## src/rtl/mem_arbiter.sv

```systemverilog
// mem_arbiter
//
// Shares the single RAM port between the instruction-fetch requester and the
// data requester of the pipelined datapath. One side is granted per
// transaction and the other side waits. Data normally wins, but a fetch that
// has watched STARVE_MAX data transactions complete is forced through next.
// A watchdog aborts any granted transaction that sees neither ACCESS nor
// ERROR for TIMEOUT cycles.
//
// Ports
//   CLK       clock, rising edge
//   nRST      asynchronous reset, active-high (1 = reset)
//   iREN      instruction read request
//   iaddr     instruction word address
//   dREN      data read request
//   dWEN      data write request (never asserted together with dREN)
//   daddr     data address
//   dstore    data write value
//   ramstate  RAM status: 0 FREE, 1 BUSY, 2 ACCESS, 3 ERROR
//   ramload   RAM read data
//   ramREN    RAM read enable
//   ramWEN    RAM write enable
//   ramaddr   RAM address
//   ramstore  RAM write data
//   iwait     fetch not complete this cycle
//   dwait     data access not complete this cycle
//   iload     fetch return word (valid while iwait is low)
//   dload     data return word (valid while dwait is low)
//   merr      one-cycle pulse after a transaction ends by ERROR or timeout

module mem_arbiter #(
  parameter int STARVE_MAX = 4,
  parameter int TIMEOUT    = 16
) (
  input  logic        CLK,
  input  logic        nRST,
  input  logic        iREN,
  input  logic [31:0] iaddr,
  input  logic        dREN,
  input  logic        dWEN,
  input  logic [31:0] daddr,
  input  logic [31:0] dstore,
  input  logic [1:0]  ramstate,
  input  logic [31:0] ramload,
  output logic        ramREN,
  output logic        ramWEN,
  output logic [31:0] ramaddr,
  output logic [31:0] ramstore,
  output logic        iwait,
  output logic        dwait,
  output logic [31:0] iload,
  output logic [31:0] dload,
  output logic        merr
);

  localparam int SW = $clog2(STARVE_MAX + 1);
  localparam int WW = $clog2(TIMEOUT + 1);

  localparam logic [SW-1:0] STARVE_LIM = SW'(STARVE_MAX);
  localparam logic [WW-1:0] WD_LIM     = WW'(TIMEOUT - 1);

  localparam logic [1:0] RS_ACCESS = 2'd2;
  localparam logic [1:0] RS_ERROR  = 2'd3;

  typedef enum logic [1:0] {
    IDLE,
    DATA,
    INSTR
  } state_t;

  state_t        state, next_state;
  logic [SW-1:0] starve_cnt, starve_next;
  logic [WW-1:0] wd_cnt, wd_next;
  logic          merr_next;
  logic          dreq;
  logic          access;
  logic          error;

  assign dreq   = dREN | dWEN;
  assign access = (ramstate == RS_ACCESS);
  assign error  = (ramstate == RS_ERROR);

  // Wait flags drop only in the cycle the granted side sees ACCESS, so a
  // requester that was aborted keeps waiting and simply re-arbitrates.
  assign iwait = iREN & ~((state == INSTR) & access);
  assign dwait = dreq & ~((state == DATA) & access);

  // State, counters and the error pulse. Reset is asynchronous so the RAM
  // enables (decoded from state) drop the moment reset is asserted.
  always_ff @(posedge CLK or posedge nRST) begin
    if (nRST) begin
      state      <= IDLE;
      starve_cnt <= '0;
      wd_cnt     <= '0;
      merr       <= 1'b0;
    end else begin
      state      <= next_state;
      starve_cnt <= starve_next;
      wd_cnt     <= wd_next;
      merr       <= merr_next;
    end
  end

  // Arbitration, RAM port drive and transaction completion. Every grant
  // returns to IDLE when it ends, so back-to-back transactions always see
  // one IDLE cycle in which the other side can win.
  always_comb begin
    next_state  = state;
    starve_next = starve_cnt;
    wd_next     = wd_cnt;
    merr_next   = 1'b0;
    ramREN      = 1'b0;
    ramWEN      = 1'b0;
    ramaddr     = '0;
    ramstore    = '0;
    iload       = '0;
    dload       = '0;

    case (state)
      IDLE: begin
        // No fetch waiting means nobody is being starved.
        if (!iREN) begin
          starve_next = '0;
        end
        if (dreq && !(iREN && (starve_cnt == STARVE_LIM))) begin
          next_state = DATA;
          wd_next    = '0;
        end else if (iREN) begin
          next_state = INSTR;
          wd_next    = '0;
        end
      end

      DATA: begin
        ramREN   = dREN;
        ramWEN   = dWEN;
        ramaddr  = daddr;
        ramstore = dstore;
        // A withdrawn request is a quiet abort: the enables already follow
        // the request lines, so just go home without flagging an error.
        if (!dreq) begin
          next_state = IDLE;
        end else if (access) begin
          dload      = ramload;
          next_state = IDLE;
          if (iREN && (starve_cnt != STARVE_LIM)) begin
            starve_next = starve_cnt + 1'b1;
          end
        end else if (error || (wd_cnt == WD_LIM)) begin
          merr_next  = 1'b1;
          next_state = IDLE;
        end else begin
          // The abort branch above stops the count at WD_LIM.
          wd_next = wd_cnt + 1'b1;
        end
      end

      INSTR: begin
        ramREN  = iREN;
        ramaddr = iaddr;
        if (!iREN) begin
          next_state = IDLE;
        end else if (access) begin
          iload       = ramload;
          next_state  = IDLE;
          starve_next = '0;
        end else if (error || (wd_cnt == WD_LIM)) begin
          merr_next  = 1'b1;
          next_state = IDLE;
        end else begin
          wd_next = wd_cnt + 1'b1;
        end
      end

      default: begin
        next_state = IDLE;
      end
    endcase
  end

endmodule

```

## config.mk

```make
export PLATFORM = sky130hd
export DESIGN_NAME = mem_arbiter
export DESIGN_NICKNAME = d
export VERILOG_FILES = /design/src/rtl/mem_arbiter.sv
export SDC_FILE = /design/constraint.sdc
export NUM_CORES = 1
export LEC_CHECK = 0
export CORE_AREA = 2 2 103 105
export DETAILED_ROUTE_END_ITERATION = 12
export DIE_AREA = 0 0 105 107
export GPL_ROUTABILITY_DRIVEN = 0
export HOLD_SLACK_MARGIN = 0.05
export PLACE_DENSITY = 0.69
export SLEW_MARGIN = 25
export SYNTH_ARGS = -nofsm -noshare
export SYNTH_HDL_FRONTEND = slang
export SYNTH_SLANG_ARGS = --single-unit
```

## constraint.sdc

```tcl
create_clock -name CLK -period 2.1 [get_ports CLK]
set_input_delay 0.42 -clock CLK [delete_from_list [all_inputs] [get_ports CLK]]
set_output_delay 0.42 -clock CLK [all_outputs]
set_load 0.01 [all_outputs]
```

==> results of run 1 <==
==> area by class of cell <==
type,instances,area (um^2)
Clock buffer,4,45.0
Fill cell,983,4950
Inverter,7,26.3
Multi-Input combinational cell,227,1760
Sequential cell,11,275
Tap cell,136,170
Timing Repair Buffer,316,2860
==> power breakdown <==
part	total (W)	internal (W)	switching [W]
logic	0.00345	0.00187	0.00158
clock network	0.000217	0.000134	0.0000835
registers	0.000303	0.000262	0.0000408
==> registers in the layout, summed over array words and instances, names as in the netlist <==
| signal | flops |
|---|---|
| state | 2 |
| starve_cnt | 3 |
| wd_cnt | 5 |
| merr | 1 |
==> worst max path at each step <==
stage | to | slack [ns]
CTS | iload[0] | -0.09
floorplan | ramstore[22] | 0.04
global placement | dload[25] | -0.39
detailed placement | dload[13] | -0.41
global route | ramaddr[27] | -0.009
finish | ramaddr[24] | 0.04
==> through the flow <==
step	cells	setup TNS [ns]	total power, W	instance area [um^2]
finish	701	0	0.00397	5140
global route	701	-0.0337	0.00423	5140
CTS	696	-0.125	0.00390	5200
detailed placement	675	-27.05	0.00344	4980
global placement	675	-25.21	0.00340	4980
floorplan	276	0	0.00167	1960
==> per-layer routing <==
layer  global-route usage  share of wire  wire [um]  vias to the layer above
li1                     -              -          -                     1563
met1                0.256           0.41       5420                     1568
met2                0.401           0.49       6540                      177
met3               0.0687          0.094       1250                        8
met4               0.0400         0.0092        123                        0
met5                    0              0          0                        -
==> logic make-up (layout without fill, tap and decap cells) <==
| family | count (synthesis) | count (layout) | share of synthesized area |
|---|---|---|---|
| AO/OA/AOI/OAI | 57 | 57 | 0.218 |
| adder cells (fa/ha/maj) | 8 | 8 | 0.0511 |
| multiplexers | 1 | 1 | 0.00575 |
| flip-flops | 11 | 11 | 0.140 |
| AND/OR/NAND/NOR | 161 | 161 | 0.507 |
| buffers and inverters | 38 | 327 | 0.0773 |
==> what timing repair did <==
item | in CTS | in global routing
gates cloned | 7 | 3
buffers inserted | 10 | 5
resized for setup | 377 | 120
pin swaps | 4 | 17
endpoints found under the setup margin | 133 | 128
==> cells in the mapped netlist, types with 2 or more instances <==
master / number / share of area
o2bb2ai_1: 2 / 0.0089
a21oi_1: 4 / 0.010
and3_1: 65 / 0.21
and2_1: 33 / 0.11
nor4_1: 2 / 0.0064
ha_1: 8 / 0.051
a22oi_1: 32 / 0.12
a21boi_0: 3 / 0.011
a22o_1: 3 / 0.013
nor2b_1: 35 / 0.11
nand2b_1: 3 / 0.0096
nand2_1: 6 / 0.011
nor2_1: 2 / 0.0038
nor3_1: 4 / 0.010
a211o_1: 2 / 0.0089
o21ai_0: 4 / 0.010
clkbuf_1: 28 / 0.054
dfrtp_1: 11 / 0.14
nand3_1: 3 / 0.0077
inv_1: 7 / 0.013
==> results_dict.tcl, run 1 <==
set metrics [dict create \
    setup_slack_ns 0.0433 \
    fp.dieArea_um2 11200 \
    status "finished clean" \
    drc 0 \
    gr-total-overflow 0 \
    start_util 0.194 \
    cts_root_buffer "clkbuf_8" \
    layout_common_cells "130 x clkdlybuf4s50_1, 63 x and3_1, 48 x buf_2" \
    ys_ff_latch 11 \
    dp_hpwl_um 9620 \
    finalSetupViolCount 0 \
    die_w_um 105 \
    path_clk_slew_ns 0.05 \
    cts.sinks 11 \
    finalCritPeriodShare 0.979 \
    drtAntennaViolNets 0 \
    clk-insertion-delay-late_ns 0.24 \
    synthCells 276 \
    worst-path-buf-inv 4 \
    cap_violations 0 \
    hp-class "in -> async" \
    drive_gt1_frac 0.359 \
    vias 3316 \
    syn_nets 419 \
    crit_family "buffers and inverters" \
    grt_pass1_vias 3533 \
    die_y_um 107 \
    io_buffers 267 \
    p_leak_nw 2.55 \
    fin_skew_ns 0.00198 \
    wl_um 13300 \
    layout_commonest_cell "clkdlybuf4s50_1" \
    netlist_area_um2 1960 \
    hold_slack_ns 0.484 \
    firstDrtPassIters 4 \
    htree_levels 1 \
    hold_viol_final 0 \
    synthDistinctLibCells 39 \
    worstPathRequired_ns 1.68 \
    endpoint_kind "output port" \
    ys.flop_type "dfrtp_1" \
    dp_slack_ns -0.408 \
    numCtsBuffers 3 \
    wl_per_cell_um 19.0 \
    cp_data_arrival_time_ns 1.64 \
    ys_async_sr_fraction 1.00 \
    nNetsFinal 709 \
    worstMarginPinSlew_ns 0.455 \
    cts_tree "done" \
    fmax_mhz 486 \
    utilization 0.510 \
    slowest_delay_ns 0.42 \
    critical_path_cell_count 7 \
    cp_cell_sequence "ha_4, buf_8, buf_12, buf_16, a22oi_2, nor2b_1, buf_2" \
    powerDensity_nw_per_um2 771 \
    antenna_found_initial 0 \
    worstSetupStartpoint "state[1]" \
    hold_buffers 0 \
    syn2layout_area_growth_pct 162 \
    first_iter_violations 154 \
    ios 268 \
    rows 37 \
    antenna_cells 0 \
    coreArea_um2 10100 \
    worstSetupPathType "reg -> out" \
    r2r_slack_ns 0.09 \
    grt_pass1_wl_um 19700 \
    rsz0062_at_grt "true" \
    peakVddDrop_mv 0.459 \
    finalCriticalPeriod_ns 2.06 \
    grt_use_total 0.221 \
    avgSynthCellArea_um2 7.10 \
    slew_headroom 0.696 \
    timing.rr.end "wd_cnt[3]" \
    cts_max_path_buffers 2 \
    vias_per_cell 4.73 \
    slowest_stage "dfrtp_1" \
    rr_worst_depth 7 \
    seq_area_frac_synth 0.140 \
    r2r-start "state[0]" \
    synth_warnings 0 \
    crit_path_start_kind "flop" \
    synth_edf_count 0 \
    crit_path_max_fanout 7 \
    grt_max_degree 35 \
    drv_slew 0 \
]
(Power assumes the default switching activity.)
==> run 2, diff against run 1 <==
- CELL_PAD_IN_SITES_DETAIL_PLACEMENT: not set -> 1
- CELL_PAD_IN_SITES_GLOBAL_PLACEMENT: not set -> 1
- CORE_AREA: 2 2 103 105 -> not set
- CORE_MARGIN: not set -> 2
- CORE_UTILIZATION: not set -> 15
- DIE_AREA: 0 0 105 107 -> not set
- PLACE_DENSITY: 0.69 -> 0.86
- SETUP_SLACK_MARGIN: not set -> 0.4
- SLEW_MARGIN: 25 -> not set
==> results_dict.tcl, run 2 (same netlist as run 1, synthesis figures left out) <==
set metrics [dict create \
    final_cells 802 \
    use_met1 0.239 \
    ios 268 \
    rsz0062_at_grt "true" \
    cts.sinks 11 \
    dp_hpwl_um 10900 \
    n_fill_cell 1388 \
    busiest_layer "met2" \
    use_met2 0.427 \
    cts_max_path_buffers 2 \
    finalSetupViolCount 88 \
    syn2layout_area_growth_pct 236 \
    wl_um 18800 \
    drv_slew 0 \
    top_register "wd_cnt" \
    cts_root_buffer "clkbuf_16" \
    vias_per_cell 4.66 \
    start_util 0.155 \
    grt_pass1_wl_um 24400 \
    io_buffers 267 \
    grt_use_total 0.224 \
    gr-total-overflow 0 \
    endpoint_kind "output port" \
    crit_path_start_kind "flop" \
    rows 41 \
    numCtsBuffers 3 \
    fin_skew_ns 0.00379 \
    cap_violations 0 \
    hp-class "in -> async" \
    dp_slack_ns -0.450 \
    die_y_um 118 \
    grt_pass1_vias 3885 \
    coreArea_um2 12700 \
    vias 3741 \
    grt_use_met3 0.0613 \
    p_leak_nw 2.99 \
    firstDrtPassIters 4 \
    worstMarginPinSlew_ns 0.452 \
    setup_slack_ns -0.320 \
    drive_gt1_frac 0.644 \
    htree_levels 1 \
    antenna_found_initial 1 \
    slew_headroom 0.695 \
    clk-insertion-delay-late_ns 0.24 \
    finalPower_w 0.00581 \
    status "finished with violations" \
    cts_tree "done" \
    top_regs "wd_cnt: 5 flops, starve_cnt: 3 flops, state: 2 flops" \
    place_inst 709 \
    failed_checks "setup timing" \
    peakVddDrop_mv 0.486 \
    cp_data_arrival_time_ns 2.00 \
    die_w_um 118 \
    largest_reg_flops 5 \
    hold_slack_ns 0.481 \
    fp.dieArea_um2 14000 \
    drtAntennaViolNets 0 \
    drc 0 \
    finalCriticalPeriod_ns 2.42 \
    powerDensity_nw_per_um2 882 \
    layout_commonest_cell "clkdlybuf4s50_1" \
    wl_per_cell_um 23.5 \
    grt_max_degree 33 \
    utilization 0.520 \
    fmax_mhz 413 \
    nNetsFinal 773 \
    worstSetupPathType "reg -> out" \
    crit_path_max_fanout 4 \
    layout_common_cells "130 x clkdlybuf4s50_1, 87 x buf_6, 62 x buf_2" \
    hold_viol_final 0 \
    worstPathRequired_ns 1.68 \
    finalCritPeriodShare 1.15 \
    first_iter_violations 149 \
    path_clk_slew_ns 0.04 \
]
## run 2: changes by cell type in the layout (fill, tap and decap cells not counted), sizes merged
cell and change:
dlymetal6s2s -1, clkdlybuf4s15 -29, diode +1, buf +133, o21a +4, dlygate4sd2 -4
bufbuf -2, clkbuf -37
## run 2: report_power, final
part | internal, W | switching (W)
clock network | 0.000254 | 0.0000886
registers | 0.000265 | 0.0000556
logic | 0.00299 | 0.00216
total | 0.00351 | 0.00230
## run 2: critical path: stages, from the launching register on
cell	delay (ns)
dfrtp_1	0.40
inv_2	0.07
ha_4	0.17
buf_6	0.11
buf_12	0.12
buf_16	0.12
buf_6	0.11
buf_8	0.11
buf_6	0.10
buf_6	0.12
a21oi_4	0.12
nor2b_2	0.07
buf_6	0.13
## run 2: per-layer routing
metal / vias to the layer above / wire length [um]
li1: 1712 / -
met3: 40 / 1100
met5: - / 0
met2: 162 / 10100
met4: 0 / 692
met1: 1827 / 6930
## run 2: final cells by class
type	count	area, um^2	share of cell area
multi-input combinational	231	2270	0.345
tap	172	215	0.0327
inverter	7	26.3	0.00399
sequential	11	277	0.0420
timing repair buffer	376	3720	0.564
antenna	1	2.50	0.000380
clock buffer	4	78.8	0.0120
## run 2: repair_timing
action,CTS,global route
resized for setup,513,244
hold buffers,0,0
endpoints found under the setup margin,142,143
pin swaps,9,20
gates cloned,14,3
setup buffers,36,35
## run 2: final timing paths
| path | start | end | slack [ns] | depth (start not counted) |
|---|---|---|---|---|
| worst min-delay path | nRST | wd_cnt[0] | 0.48 | 2 |
| min in group CLK | wd_cnt[4] | wd_cnt[4] | 0.50 | 1 |
| worst min register to register | wd_cnt[4] | wd_cnt[4] | 0.50 | 1 |
| worst max-delay path | state[1] | ramREN | -0.32 | 12 |
| worst max register to register | state[1] | wd_cnt[3] | -0.06 | 8 |
| max in group asynchronous | nRST | state[0] | 1.30 | 2 |
## run 2: through the flow
stage / TNS (ns) / instance area, um^2
after floorplan: 0 / 2250
after global placement: -28.37 / 5180
after detailed placement: -32.22 / 5180
after CTS: -13.10 / 5820
after global routing: -17.52 / 6590
final: -12.96 / 6590
==> RTL edit 1 (flow settings as in run 2) <==
The parameter `STARVE_MAX` goes from 4 to 16.
--- a/src/rtl/mem_arbiter.sv
+++ b/src/rtl/mem_arbiter.sv
@@ -29,7 +29,7 @@
 //   merr      one-cycle pulse after a transaction ends by ERROR or timeout
 
 module mem_arbiter #(
-  parameter int STARVE_MAX = 4,
+  parameter int STARVE_MAX = 16,
   parameter int TIMEOUT    = 16
 ) (
   input  logic        CLK,
Function: changed (Yosys sat finds a counterexample within 10 cycles, from zero or initial values and one cycle with nRST high).
==> RTL edit 1 against run 2 <==
Final cell count up 2.1%; non-clock buffer count fell by 8; worst setup slack improved by 0.24 ns; routed wire length shrank 7.9%; largest power group unchanged; area after synthesis increased by 6.4%; total power shrank 4.7%; synthesized cell count increased by 3.6%; via count hardly changed; first-iteration DRC count shrank 17%; cell area up 5.1%; combinational power shrank 6.8%; the flow still finishes with violations (negative setup slack); sequential cell count is 2 higher.
==> RTL edit 1: results (changes against run 2) <==
* **violated checks** negative setup slack, unchanged
* **largest net degree at the start of global routing** 18, was 33
* **fraction of met2 tracks used by global routing** 39.3%, was 42.7%
* **IR drop worst, VDD** 0.000438 V, was 0.000486 V
* **1st-iter DRT viols** 123, was 149
* **final critical-path setup slack** -0.0821 ns, was -0.320 ns
* **Top Registers** starve_cnt: 5 flops, wd_cnt: 5 flops, state: 2 flops, was wd_cnt: 5 flops, starve_cnt: 3 flops, state: 2 flops
* **main area contributors after synthesis** and2_1 29%, dfrtp_1 16%, a22oi_1 12%, was and3_1 21%, dfrtp_1 14%, a22oi_1 12%
* **Post-DP Area** 5270 um^2, was 5180 um^2
* **final-report setup violation count** 66, was 88
* **final HPWL from detailed placement** 10,400 um, was 10,900 um
* **postcts setup bufs** 51, was 36
* **internal power consumption** 3.36 mW, was 3.51 mW
* **Leak** 3.09 nW, was 2.99 nW
* **total routing usage reported by global routing** 20.3%, was 22.4%
* **register fraction of the total cell area** 4.70%, was 4.20%
* **placed insts** 735, was 709
* **count of filler cells inserted in the layout** 1,492, was 1,388
* **synthesis-to-finish area growth** 232%, was 236%
* **number of vias per cell** 4.57, was 4.66
* **post-detailed-route wirelength per cell** 21.1 um, was 23.5 um
* **count of state elements after synthesis** 13, was 11
* **status** complete, but fails checks, unchanged
* **endpoint of the worst register-to-register path** starve_cnt[3]$_DFFE_PP0P_, was wd_cnt[3]$_DFFE_PP0P_
* **startpoint of the worst setup timing path** state[0]$_DFFE_PP0N_, was state[1]$_DFFE_PP0N_
* **CORE AREA** 13,700 um^2, was 12,700 um^2
* **portion of the layout cell area used by clock cells** 1.14%, was 1.20%
* **share of post-route cells with drive strength above 1** 66.0%, was 64.4%
* **post-layout power** 5.54 mW, was 5.81 mW
* **final hold slack** 0.513 ns, was 0.481 ns
* **worst min path class** reg2reg, was in2async
* **sum of negative setup slack** -1.84 ns, was -12.96 ns
* **Routed met2 length** 9330 um, was 10,100 um
* **wl on met1** 6470 um, was 6930 um
* **Layout Cells excl Fill** 819, was 802
* **dpl ws** -0.558 ns, was -0.450 ns
* **GR Util met1** 22.9%, was 23.9%
RTL edit 1: cell count changes after synthesis, moves of 3 or more:
| cell | change |
|---|---|
| and2_1 | +65 |
| and3_1 | -62 |
| clkbuf_1 | -9 |
| nor2_1 | +4 |
| a21oi_1 | -3 |
| nor3_1 | -3 |
RTL edit 1: cell families (layout without fill, tap and decap cells):
family | after synthesis | count (layout) | share of synthesized area (%)
AND/OR/NAND/NOR | 172 | 175 | 50.3
adder cells (fa/ha/maj) | 8 | 8 | 4.80
buffers and inverters | 31 | 379 | 5.76
AO/OA/AOI/OAI | 62 | 63 | 23.5
other | 0 | 1 | 0
flip-flops | 13 | 13 | 15.6
RTL edit 1: worst max-delay path, delay by kind of cell (launching register included):
kind | cells | cell delay [ns]
adders and majority gates | 1 | 0.21
DFF | 1 | 0.40
buffers and inverters | 5 | 0.55
and+or+nand+nor | 2 | 0.35
==> RTL edit 2 (flow settings as in run 2) <==
Without the edit above. The output `merr` loses its register stage (`merr` becomes a continuous assignment). Comments in the files are not updated.
--- a/src/rtl/mem_arbiter.sv
+++ b/src/rtl/mem_arbiter.sv
@@ -92,14 +92,14 @@
       state      <= IDLE;
       starve_cnt <= '0;
       wd_cnt     <= '0;
-      merr       <= 1'b0;
     end else begin
       state      <= next_state;
       starve_cnt <= starve_next;
       wd_cnt     <= wd_next;
-      merr       <= merr_next;
     end
   end
+
+  assign merr = merr_next;
 
   // Arbitration, RAM port drive and transaction completion. Every grant
   // returns to IDLE when it ends, so back-to-back transactions always see
Function: changed (Yosys sat finds a counterexample within 4 cycles, from zero or initial values and one cycle with nRST high).
==> RTL edit 2 against run 2 <==
The flow still finishes with violations (negative setup slack); cell area rose by 4.4%; worst setup slack better by 0.040 ns; core utilization is 5.0 points higher; area after synthesis is 4.9% lower; non-clock buffer count increased by 8; final cell count is 0.37% higher; clock skew fell by 0.0014 ns; sequential cell count decreased by 1; routed wire length grew 0.51%; hold slack worse by 0.00067 ns; synthesized cell count down 1.4%; total power up 9.2%; critical path type unchanged; largest cell class unchanged; largest power group unchanged; highest routed layer unchanged.
==> RTL edit 2: results (changes against run 2) <==
* **status** complete, but fails checks, unchanged
* **violated checks** negative setup slack, unchanged
* **post-detailed-route wirelength per cell** 23.5 um, about the same
* **Clock Skews** 0.00243 ns, was 0.00379 ns
* **arrival time of data at the critical path endpoint** 1.96 ns, was 2.00 ns
* **Leak** 3.11 nW, was 2.99 nW
* **vias** 3,697, was 3,741
* **number of nets in the final layout** 782, was 773
* **share of post-route cells with drive strength above 1** 66.1%, was 64.4%
* **endpoint of the worst register-to-register path** starve_cnt[2]$_DFFE_PP0P_, was wd_cnt[3]$_DFFE_PP0P_
* **final critical-path setup slack** -0.279 ns, was -0.320 ns
* **IR drop worst, VDD** 0.000505 V, was 0.000486 V
* **antenna violations before repair** 0, was 1
* **total routing usage reported by global routing** 22.8%, was 22.4%
* **most frequent cells after synthesis** 97 x and2_1, 36 x nor2_1, 32 x a22oi_1, 16 x clkbuf_1, 10 x dfrtp_1, was 65 x and3_1, 35 x nor2b_1, 33 x and2_1, 32 x a22oi_1, 28 x clkbuf_1
* **vias in the first global route** 3,935, was 3,885
* **R2R cell count** 11, was 8
* **main area contributors after synthesis** and2_1 33%, dfrtp_1 13%, a22oi_1 13%, was and3_1 21%, dfrtp_1 14%, a22oi_1 12%
* **sequential fraction of the synthesis area** 13.4%, was 14.0%
* **largest net degree at the start of global routing** 29, was 33
* **first-pass GRT wire length** 23,300 um, was 24,400 um
* **final-report setup violation count** 130, was 88
* **1st-iter DRT viols** 157, was 149
* **internal power consumption** 3.80 mW, was 3.51 mW
* **dpl ws** -0.555 ns, was -0.450 ns
* **remaining max-slew budget at the tightest pin** 62.8%, was 69.5%
* **nets in the synthesized netlist** 415, was 419
* **count of filler cells inserted in the layout** 1,276, was 1,388
* **setup slack, reg-to-reg** -0.14 ns, was -0.06 ns
* **Netlist cell types** 42, was 39
* **Antenna diodes** 0, was 1
* **Worst Path Max Fanout** 5, was 4
* **final HPWL from detailed placement** 10,500 um, was 10,900 um
-- RTL edit 2: final cells by class --
class / instances / share of cell area (%)
Clock buffer: 3 / 1.09
Sequential cell: 10 / 3.64
Multi-Input combinational cell: 231 / 30.5
Inverter: 9 / 0.600
Tap cell: 168 / 3.06
Timing Repair Buffer: 384 / 61.1
-- RTL edit 2: how the worst max path moves through the flow --
| stage | from | end | slack (ns) |
|---|---|---|---|
| 6_report | state[1]$_DFFE_PP0N_ | ramaddr[30] | -0.28 |
| 5_1_grt | state[1]$_DFFE_PP0N_ | ramaddr[12] | -0.34 |
| 4_1_cts | state[1]$_DFFE_PP0N_ | iload[0] | -0.24 |
| 3_5_place_dp | ramstate[1] | dload[11] | -0.55 |
| 3_3_place_gp | ramstate[1] | dload[11] | -0.53 |
| 2_1_floorplan | state[1]$_DFFE_PP0N_ | merr | 0.28 |
-- RTL edit 2: power groups by stage --
| stage | sequential (mW) | clock, mW | combinational, mW |
|---|---|---|---|
| 3_5_place_dp | 0.284 | 0 | 3.12 |
| 2_1_floorplan | 0.281 | 0 | 1.42 |
| 4_1_cts | 0.284 | 0.353 | 4.78 |
| 3_3_place_gp | 0.275 | 0 | 3.00 |
| 6_report | 0.290 | 0.345 | 5.71 |
| 5_1_grt | 0.292 | 0.366 | 5.96 |
-- RTL edit 2: what timing repair did --
action | in CTS | in global routing
setup buffers | 46 | 24
pin swaps | 38 | 66
cloned | 12 | 2
gates resized for setup | 766 | 122
endpoints found under the setup margin | 143 | 143
-- RTL edit 2: worst max-delay path: stages (launching register included) --
cell     delay, ns
dfrtp_1       0.38
inv_2         0.07
buf_6         0.12
ha_4          0.16
buf_6         0.13
buf_6         0.11
buf_6         0.12
buf_6         0.12
buf_16        0.13
a22oi_2       0.13
nor2_1        0.08
buf_2         0.15
-- RTL edit 2: stage by stage --
stage	hold slack (ns)	area, um^2	std cells
floorplan	0.260	2010	272
global placement	0.472	5060	718
detailed placement	0.486	5060	718
CTS	0.490	6150	779
global route	0.505	6880	805
finish	0.480	6880	805
-- RTL edit 2: routing by layer --
metal  vias up  track usage, %  wire, um  share of wire, %
met5         -               0         0                 0
met4         0            7.47       673               3.6
met3        51            3.82      1180               6.3
met2       180            44.3     10400                55
met1      1801            24.8      6640                35
li1       1665               -         -                 -
-- RTL edit 2: kinds of logic (layout without fill, tap and decap cells) --
family / count (synthesis) / after routing / share of synthesized area (%)
AO/OA/AOI/OAI: 64 / 64 / 26.1
adder cells (fa/ha/maj): 8 / 8 / 5.37
buffers and inverters: 31 / 396 / 6.78
flip-flops: 10 / 10 / 13.4
AND/OR/NAND/NOR: 159 / 159 / 48.3
